**src/rtl/vga_sprite_fetch_if.sv**
```systemverilog
// rtl/vga_sprite_fetch_if.sv - CPU request and data-memory port bundle for the sprite fetcher
interface vga_sprite_fetch_if #(
  parameter int ADDR_W = 16,
  parameter int DATA_W = 16
);
  logic              cpu_req;
  logic [ADDR_W-1:0] cpu_addr;
  logic              cpu_we;
  logic [DATA_W-1:0] cpu_wdata;
  logic              cpu_gnt;
  logic [ADDR_W-1:0] mem_addr;
  logic              mem_we;
  logic [DATA_W-1:0] mem_wdata;
  logic [DATA_W-1:0] mem_rdata;

  // Arbiter side: grants the CPU and drives the single memory port.
  modport slave (
    input  cpu_req, cpu_addr, cpu_we, cpu_wdata, mem_rdata,
    output cpu_gnt, mem_addr, mem_we, mem_wdata
  );

  // Environment side: CPU requests in, memory read data back.
  modport master (
    output cpu_req, cpu_addr, cpu_we, cpu_wdata, mem_rdata,
    input  cpu_gnt, mem_addr, mem_we, mem_wdata
  );
endinterface

```
**src/rtl/vga_sprite_fetch.sv**
```systemverilog
// rtl/vga_sprite_fetch.sv - per-frame sprite coordinate fetch sharing the CPU memory port
module vga_sprite_fetch #(
  parameter int                ADDR_W     = 16,
  parameter int                DATA_W     = 16,
  parameter logic [ADDR_W-1:0] BASE_ADDR  = 16'h3F00,
  parameter int                MEM_LAT    = 1,
  parameter int                STARVE_MAX = 4
) (
  input  logic                     clk_50m,
  input  logic                     btn_rst_n,
  input  logic                     frame,
  vga_sprite_fetch_if.slave        bus,
  output logic signed [DATA_W-1:0] mx,
  output logic signed [DATA_W-1:0] my,
  output logic signed [DATA_W-1:0] p1x,
  output logic signed [DATA_W-1:0] p1y,
  output logic signed [DATA_W-1:0] p2x,
  output logic signed [DATA_W-1:0] p2y,
  output logic                     coords_valid,
  output logic                     busy,
  output logic                     overrun
);

  typedef enum logic [1:0] {S_IDLE, S_REQ, S_WAIT, S_COMMIT} state_t;

  localparam logic [3:0] STARVE_LIM = 4'(STARVE_MAX);
  localparam logic [1:0] LAT_LOAD   = 2'(MEM_LAT - 1);

  state_t            state_q, state_d;
  logic              frame_prev_q;
  logic [2:0]        idx_q, idx_d;
  logic [3:0]        starve_q, starve_d;
  logic [1:0]        lat_q, lat_d;
  logic [DATA_W-1:0] shadow_q [6];
  logic [DATA_W-1:0] shadow_d [6];
  logic [DATA_W-1:0] coord_q  [6];
  logic [DATA_W-1:0] coord_d  [6];
  logic              valid_q, valid_d;
  logic              frame_edge;
  logic              issue;

  assign frame_edge = frame & ~frame_prev_q;

  // The fetch takes the port only when the CPU is quiet or has starved us long enough.
  assign issue = (state_q == S_REQ) && (!bus.cpu_req || (starve_q == STARVE_LIM));

  assign bus.cpu_gnt   = bus.cpu_req & ~issue;
  assign bus.mem_addr  = issue ? (BASE_ADDR + ADDR_W'(idx_q)) : bus.cpu_addr;
  assign bus.mem_we    = bus.cpu_we & bus.cpu_gnt;
  assign bus.mem_wdata = bus.cpu_wdata;

  assign busy         = (state_q != S_IDLE);
  assign overrun      = frame_edge & busy;
  assign coords_valid = valid_q;

  assign mx  = coord_q[0];
  assign my  = coord_q[1];
  assign p1x = coord_q[2];
  assign p1y = coord_q[3];
  assign p2x = coord_q[4];
  assign p2y = coord_q[5];

  // Next-state: walk six words through REQ/WAIT, then publish them all at once.
  always_comb begin
    state_d  = state_q;
    idx_d    = idx_q;
    starve_d = starve_q;
    lat_d    = lat_q;
    shadow_d = shadow_q;
    coord_d  = coord_q;
    valid_d  = 1'b0;
    case (state_q)
      S_IDLE: begin
        if (frame_edge) begin
          state_d = S_REQ;
          idx_d   = 3'd0;
        end
      end
      S_REQ: begin
        if (issue) begin
          starve_d = 4'd0;
          lat_d    = LAT_LOAD;
          state_d  = S_WAIT;
        end else if (starve_q != STARVE_LIM) begin
          starve_d = starve_q + 4'd1;
        end
      end
      S_WAIT: begin
        if (lat_q == 2'd0) begin
          shadow_d[idx_q] = bus.mem_rdata;
          if (idx_q == 3'd5) begin
            state_d = S_COMMIT;
          end else begin
            idx_d   = idx_q + 3'd1;
            state_d = S_REQ;
          end
        end else begin
          lat_d = lat_q - 2'd1;
        end
      end
      S_COMMIT: begin
        coord_d = shadow_q;
        valid_d = 1'b1;
        state_d = S_IDLE;
      end
      default: state_d = S_IDLE;
    endcase
  end

  // State, shadow and committed coordinates; reset drops any in-flight read.
  always_ff @(posedge clk_50m or negedge btn_rst_n) begin
    if (!btn_rst_n) begin
      state_q      <= S_IDLE;
      frame_prev_q <= 1'b0;
      idx_q        <= 3'd0;
      starve_q     <= 4'd0;
      lat_q        <= 2'd0;
      valid_q      <= 1'b0;
      for (int i = 0; i < 6; i++) begin
        shadow_q[i] <= '0;
        coord_q[i]  <= '0;
      end
    end else begin
      state_q      <= state_d;
      frame_prev_q <= frame;
      idx_q        <= idx_d;
      starve_q     <= starve_d;
      lat_q        <= lat_d;
      valid_q      <= valid_d;
      shadow_q     <= shadow_d;
      coord_q      <= coord_d;
    end
  end

endmodule

```
**src/flat_wrapper.sv**
```systemverilog
// flat-port wrapper written by rule: the top's interface ports become plain ports
module vga_sprite_fetch_flat 
#(
  parameter int                ADDR_W     = 16,
  parameter int                DATA_W     = 16,
  parameter logic [ADDR_W-1:0] BASE_ADDR  = 16'h3F00,
  parameter int                MEM_LAT    = 1,
  parameter int                STARVE_MAX = 4
)
  (clk_50m, btn_rst_n, frame, mx, my, p1x, p1y, p2x, p2y, coords_valid, busy, overrun, bus_cpu_req, bus_cpu_addr, bus_cpu_we, bus_cpu_wdata, bus_mem_rdata, bus_cpu_gnt, bus_mem_addr, bus_mem_we, bus_mem_wdata);
  vga_sprite_fetch_if #(.ADDR_W(ADDR_W), .DATA_W(DATA_W)) bus_i ();
  input  logic clk_50m;
  input  logic btn_rst_n;
  input  logic frame;
  output logic signed [DATA_W-1:0] mx;
  output logic signed [DATA_W-1:0] my;
  output logic signed [DATA_W-1:0] p1x;
  output logic signed [DATA_W-1:0] p1y;
  output logic signed [DATA_W-1:0] p2x;
  output logic signed [DATA_W-1:0] p2y;
  output logic coords_valid;
  output logic busy;
  output logic overrun;
  input wire logic [$bits(bus_i.cpu_req)-1:0] bus_cpu_req;
  input wire logic [$bits(bus_i.cpu_addr)-1:0] bus_cpu_addr;
  input wire logic [$bits(bus_i.cpu_we)-1:0] bus_cpu_we;
  input wire logic [$bits(bus_i.cpu_wdata)-1:0] bus_cpu_wdata;
  input wire logic [$bits(bus_i.mem_rdata)-1:0] bus_mem_rdata;
  output wire logic [$bits(bus_i.cpu_gnt)-1:0] bus_cpu_gnt;
  output wire logic [$bits(bus_i.mem_addr)-1:0] bus_mem_addr;
  output wire logic [$bits(bus_i.mem_we)-1:0] bus_mem_we;
  output wire logic [$bits(bus_i.mem_wdata)-1:0] bus_mem_wdata;
  assign bus_i.cpu_req = bus_cpu_req;
  assign bus_i.cpu_addr = bus_cpu_addr;
  assign bus_i.cpu_we = bus_cpu_we;
  assign bus_i.cpu_wdata = bus_cpu_wdata;
  assign bus_i.mem_rdata = bus_mem_rdata;
  assign bus_cpu_gnt = bus_i.cpu_gnt;
  assign bus_mem_addr = bus_i.mem_addr;
  assign bus_mem_we = bus_i.mem_we;
  assign bus_mem_wdata = bus_i.mem_wdata;
  vga_sprite_fetch #(.ADDR_W(ADDR_W), .DATA_W(DATA_W), .BASE_ADDR(BASE_ADDR), .MEM_LAT(MEM_LAT), .STARVE_MAX(STARVE_MAX)) u_core (.clk_50m(clk_50m), .btn_rst_n(btn_rst_n), .frame(frame), .bus(bus_i), .mx(mx), .my(my), .p1x(p1x), .p1y(p1y), .p2x(p2x), .p2y(p2y), .coords_valid(coords_valid), .busy(busy), .overrun(overrun));
endmodule
```
**config.mk**
```make
export PLATFORM = sky130hd
export DESIGN_NAME = vga_sprite_fetch_flat
export DESIGN_NICKNAME = d
export VERILOG_FILES = /design/src/rtl/vga_sprite_fetch_if.sv /design/src/rtl/vga_sprite_fetch.sv /design/src/flat_wrapper.sv
export SDC_FILE = /design/constraint.sdc
export NUM_CORES = 1
export LEC_CHECK = 0
export BUFFER_PORTS_ARGS = -buffer_cell sky130_fd_sc_hd__buf_2
export CAP_MARGIN = 20
export CORE_MARGIN = 1.5
export CORE_UTILIZATION = 35
export CTS_CLUSTER_DIAMETER = 100
export DETAILED_ROUTE_END_ITERATION = 8
export GPL_ROUTABILITY_DRIVEN = 0
export PLACE_DENSITY = 0.6
export REMOVE_ABC_BUFFERS = 1
export SLEW_MARGIN = 20
export SYNTH_ARGS = -nofsm -noshare
export SYNTH_HDL_FRONTEND = slang
export SYNTH_SLANG_ARGS = --single-unit
```
**constraint.sdc**
```tcl
create_clock -name clk_50m -period 4.4 [get_ports clk_50m]
set_input_delay 0.22 -clock clk_50m [delete_from_list [all_inputs] [get_ports clk_50m]]
set_output_delay 0.22 -clock clk_50m [all_outputs]
set_load 0.01 [all_outputs]
```
==> impl_summary.md <==
Outcome
The flow ran to the end, and the final reports show no timing, DRC or antenna violations.

Detailed routing
After detailed routing, the average wire length per cell comes to 17.9 um. The remaining antenna violation count is 0. Wires add up to 18.0 mm. Dividing the detail-routed via count by the number of cells gives 4.77. For this run, design rule violations remaining after detail routing come to 0. The number of DRC violations after detailed-routing iteration 0 is 177. The number of vias in the routed layout is 4790. The pre-antenna-repair detailed-routing pass consisted of 4 iterations.

Critical path
The critical path goes through inv_1, ha_1, nor2b_1, or4b_1, buf_4, mux2_4. In this design, the stage delay of the slowest critical-path cell is 750 ps. STA classifies the critical path endpoint as a flip-flop. The data arrival time of the critical path is 3110 ps. STA classifies the critical path startpoint as a flip-flop.

The standard cell with the maximum stage delay on the critical path is sky130_fd_sc_hd__or4b_1. STA puts the critical path data required time at 4770 ps. The largest fanout on the critical path is 12.

The critical path is of the flip-flop to flip-flop type.

Clock tree
No sink is reached through more buffers than the 3 on the longest clock path. The number of cells upsized or downsized after cts is 0. The number of hold buffers added after CTS is 2. The cell sitting at the root of the clock tree is a sky130_fd_sc_hd__clkbuf_16. After clock tree synthesis, the clock-pin slew on the worst setup and hold paths is 60 ps.

TritonCTS built the clock tree. The later pin in the worst-skew pair is clocked with a latency of 490 ps. In this run the number of H-tree levels came out at 1. The number of buffers created by CTS is 22. Buffers added to address setup during post-CTS repair amount to 0. The number of clock sinks is 205.

Global routing
The global-route wire length before repair is 28.8 mm. The number of antenna violations at the first check in global routing is 0. The overall fraction of global-route tracks in use is 15.1%. For met1 alone, demand over resource in global routing was 19.0%.

The highest-utilization routing layer at the global route stage is met2. Entering global routing, the biggest net connects 109 pins. The overall overflow remaining after global route is 0. The via count of the first global-routing pass is 5110. In the global route stage, met3 resource usage came out at 3.47%. The fraction of met2 tracks used by global routing is 26.0%.

Final layout
The footprint of the multi-input gates is 2830 um2. The final core utilization is 43.8%. The area growth from synthesis to layout is 21.9%. The non-filler instance count after layout is 1005.

The fraction of layout cells with a size suffix above 1 is 58.2%. The final net count is 742. After filler insertion, the fill cell instance count of the layout stands at 2125. The count of antenna diodes in the layout is 0. The combined flip-flop and latch cell area is 5130 um2.

Die
In this run the horizontal extent of the chip is 156 um. The die covers 24400 um2. The floorplan has 55 rows. For this design the top-level I/O count stands at 186. The area of the core region is 22800 um2. Once the floorplan was initialized, standard cells occupied 35.9% of the core.

The overall die height is 156 um.

Place
Once detailed placement completed, the half-perimeter wirelength came to 12.1 mm. The total of buffers placed on input and output ports is 153. The number of placed cells counting well taps is 965.

Power
Dividing total power by cell area gives a power density of 762 nW/um2. For this design the total switching power over the nets is 0.00234 W. Sequential cells account for 42.4% of the total power. Combinational logic is responsible for 33.5% of the overall power.

The total power of the final layout is 0.00762 W. The total internal power is 0.00529 W. The relative contribution of the clock network to total power is 24.1%. Summed over all cells, the static leakage comes to 4.80 nW.

Across the VDD grid, the largest voltage drop is 0.295 mV. The switching share of power is 30.7%.

Logic synthesis
The top-area cell type share of the netlist area is 62.5%. The fraction of registers with async set or reset after synthesis is 100%. The per-instance average area after synthesis is 15.5 um2. Yosys mapped a number of flops with a built-in enable equal to 0. The top cell type by total area after synthesis is sky130_fd_sc_hd__dfrtp_1. The number of warnings reported in the yosys synthesis log is 0. The synthesized netlist occupies a cell area of 8210 um2. Sorting the synthesized cells by area gives the leading types as sky130_fd_sc_hd__dfrtp_1 (62%), sky130_fd_sc_hd__mux2_2 (25%), sky130_fd_sc_hd__mux2_4 (1.8%).

Synthesis handed over a netlist of 529 instances. For this run, the leading register cell type out of synthesis is sky130_fd_sc_hd__dfrtp_1. After synthesis, the netlist uses 38 different library cells. The share of the Yosys chip area taken by registers is 62.5%. The register bit count reported by yosys is 205.

Timing
Adding up every negative setup slack in the final design gives 0 ps. The max-slew violation total from the final report is 0. For this run, the top clock speed supported by timing is 365 MHz. The largest clock skew in the final design is 8.92 ps. Headroom to the max-slew limit came out at 46.4%.

The final period utilization is 62.3%. On the final layout, the worst hold slack is 48.7 ps. At the pin with the least slew margin, the transition time is 804 ps. The number of hold violations in the final report is 0. The final setup violation count is 0.

The final period demand of the worst path is 2740 ps. Setup repair after global routing left no endpoint under its margin.

Worst hold path
The classification of the worst-slack hold path is input pin to flip-flop.

Run
The tool flagged a number of max-cap violations equal to 0.
==> sequential cells by signal (all words and copies together), names as in the netlist <==
register             flops
u_core.p1x              16
u_core.starve_q          4
u_core.my               16
u_core.mx               16
u_core.p1y              16
u_core.coords_valid      1
u_core.lat_q             2
u_core.idx_q             3
u_core.shadow_q         96
u_core.p2y              16
u_core.p2x              16
u_core.state_q           2
u_core.frame_prev_q      1
==> layout by cell type, fill, tap and decap left out, types with 2 or more instances in the layout <==
cell type / instances
sky130_fd_sc_hd__a21oi_1: 6
sky130_fd_sc_hd__a31oi_1: 2
sky130_fd_sc_hd__buf_2: 152
sky130_fd_sc_hd__buf_4: 8
sky130_fd_sc_hd__bufinv_16: 2
sky130_fd_sc_hd__clkbuf_1: 6
sky130_fd_sc_hd__clkbuf_16: 23
sky130_fd_sc_hd__clkbuf_8: 6
sky130_fd_sc_hd__dfrtp_1: 205
sky130_fd_sc_hd__dlygate4sd3_1: 2
sky130_fd_sc_hd__ha_1: 10
sky130_fd_sc_hd__inv_1: 10
sky130_fd_sc_hd__mux2_2: 184
sky130_fd_sc_hd__mux2_4: 10
sky130_fd_sc_hd__nand2_1: 5
sky130_fd_sc_hd__nand2b_1: 2
sky130_fd_sc_hd__nand3_1: 7
sky130_fd_sc_hd__nand3b_1: 2
sky130_fd_sc_hd__nand4_1: 2
sky130_fd_sc_hd__nor2_1: 3
sky130_fd_sc_hd__nor2b_1: 10
sky130_fd_sc_hd__o21ai_0: 2
sky130_fd_sc_hd__o22ai_1: 4
sky130_fd_sc_hd__or2_2: 7
==> through the flow <==
stage          instance area (um2)  setup slack [ps]
2_1_floorplan                 7970              1110
3_3_place_gp                  9250              1740
3_5_place_dp                  9250              1630
4_1_cts                      10000              1630
5_1_grt                      10000              1480
6_report                     10000              1660
==> final timing paths <==
kind,from,endpoint,slack [ps],cells past startpoint
max in group asynchronous,btn_rst_n,u_core.coords_valid,2920,3
min in group asynchronous,btn_rst_n,u_core.p1x[9],370,2
setup / recovery,u_core.state_q[0],u_core.shadow_q[93],1660,6
setup reg to reg,u_core.state_q[0],u_core.shadow_q[93],1660,6
hold / removal,bus_mem_rdata[4],u_core.shadow_q[84],50,2
hold reg to reg,u_core.shadow_q[69],u_core.shadow_q[69],490,1
==> synthesized netlist by cell type, types with 2 or more instances <==
library cell,instances
sky130_fd_sc_hd__nor2b_1,10
sky130_fd_sc_hd__mux2_4,10
sky130_fd_sc_hd__a31oi_1,2
sky130_fd_sc_hd__nand2_1,5
sky130_fd_sc_hd__o22ai_1,4
sky130_fd_sc_hd__buf_2,10
sky130_fd_sc_hd__mux2_2,184
sky130_fd_sc_hd__nand3b_1,2
sky130_fd_sc_hd__buf_1,2
sky130_fd_sc_hd__nand3_1,7
sky130_fd_sc_hd__inv_1,10
sky130_fd_sc_hd__clkbuf_1,7
sky130_fd_sc_hd__nand2b_1,2
sky130_fd_sc_hd__nor2_1,5
sky130_fd_sc_hd__a21oi_1,6
sky130_fd_sc_hd__or2_2,7
sky130_fd_sc_hd__buf_4,19
sky130_fd_sc_hd__nand4_1,2
sky130_fd_sc_hd__dfrtp_1,205
sky130_fd_sc_hd__o21ai_0,2
sky130_fd_sc_hd__ha_1,11
==> power by group through the flow <==
stage	clock (W)	sequential [W]	combinational, W
global route	0.00199	0.00335	0.00279
global placement	0	0.00324	0.00251
detailed placement	0	0.00327	0.00259
finish	0.00184	0.00323	0.00255
floorplan	0	0.00330	0.00157
CTS	0.00191	0.00325	0.00260
==> worst max-delay path, delay by kind of cell (launching register included) <==
family                   cells  cell delay, ps
adder cells (fa/ha/maj)      1             390
buffers and inverters        2             470
flip-flops                   1             470
multiplexers                 1             310
AND/OR/NAND/NOR              2             990
==> per-layer routing <==
layer / share of wire (%) / vias to the layer above / routed length, um
li1: - / 2143 / -
met4: 2.5 / 0 / 444
met5: 0 / - / 0
met3: 5.2 / 31 / 935
met2: 50 / 132 / 8970
met1: 42 / 2484 / 7620
==> logic make-up after synthesis <==
kind of cell	synth area share, %
compound gates	1.57
simple gates	3.54
mux	27.3
buf+inv	3.40
flops	62.5
fa+ha+maj	1.68
==> area by class of cell <==
cell class / count / area share, %
clock buffers: 34 / 6.67
clock inverters: 4 / 0.725
inverters: 11 / 0.413
multi-input cells: 274 / 28.3
flip-flops and latches: 205 / 51.3
well taps: 313 / 3.91
repair buffers: 164 / 8.74
Note: power is estimated with default switching activity, not from simulation.
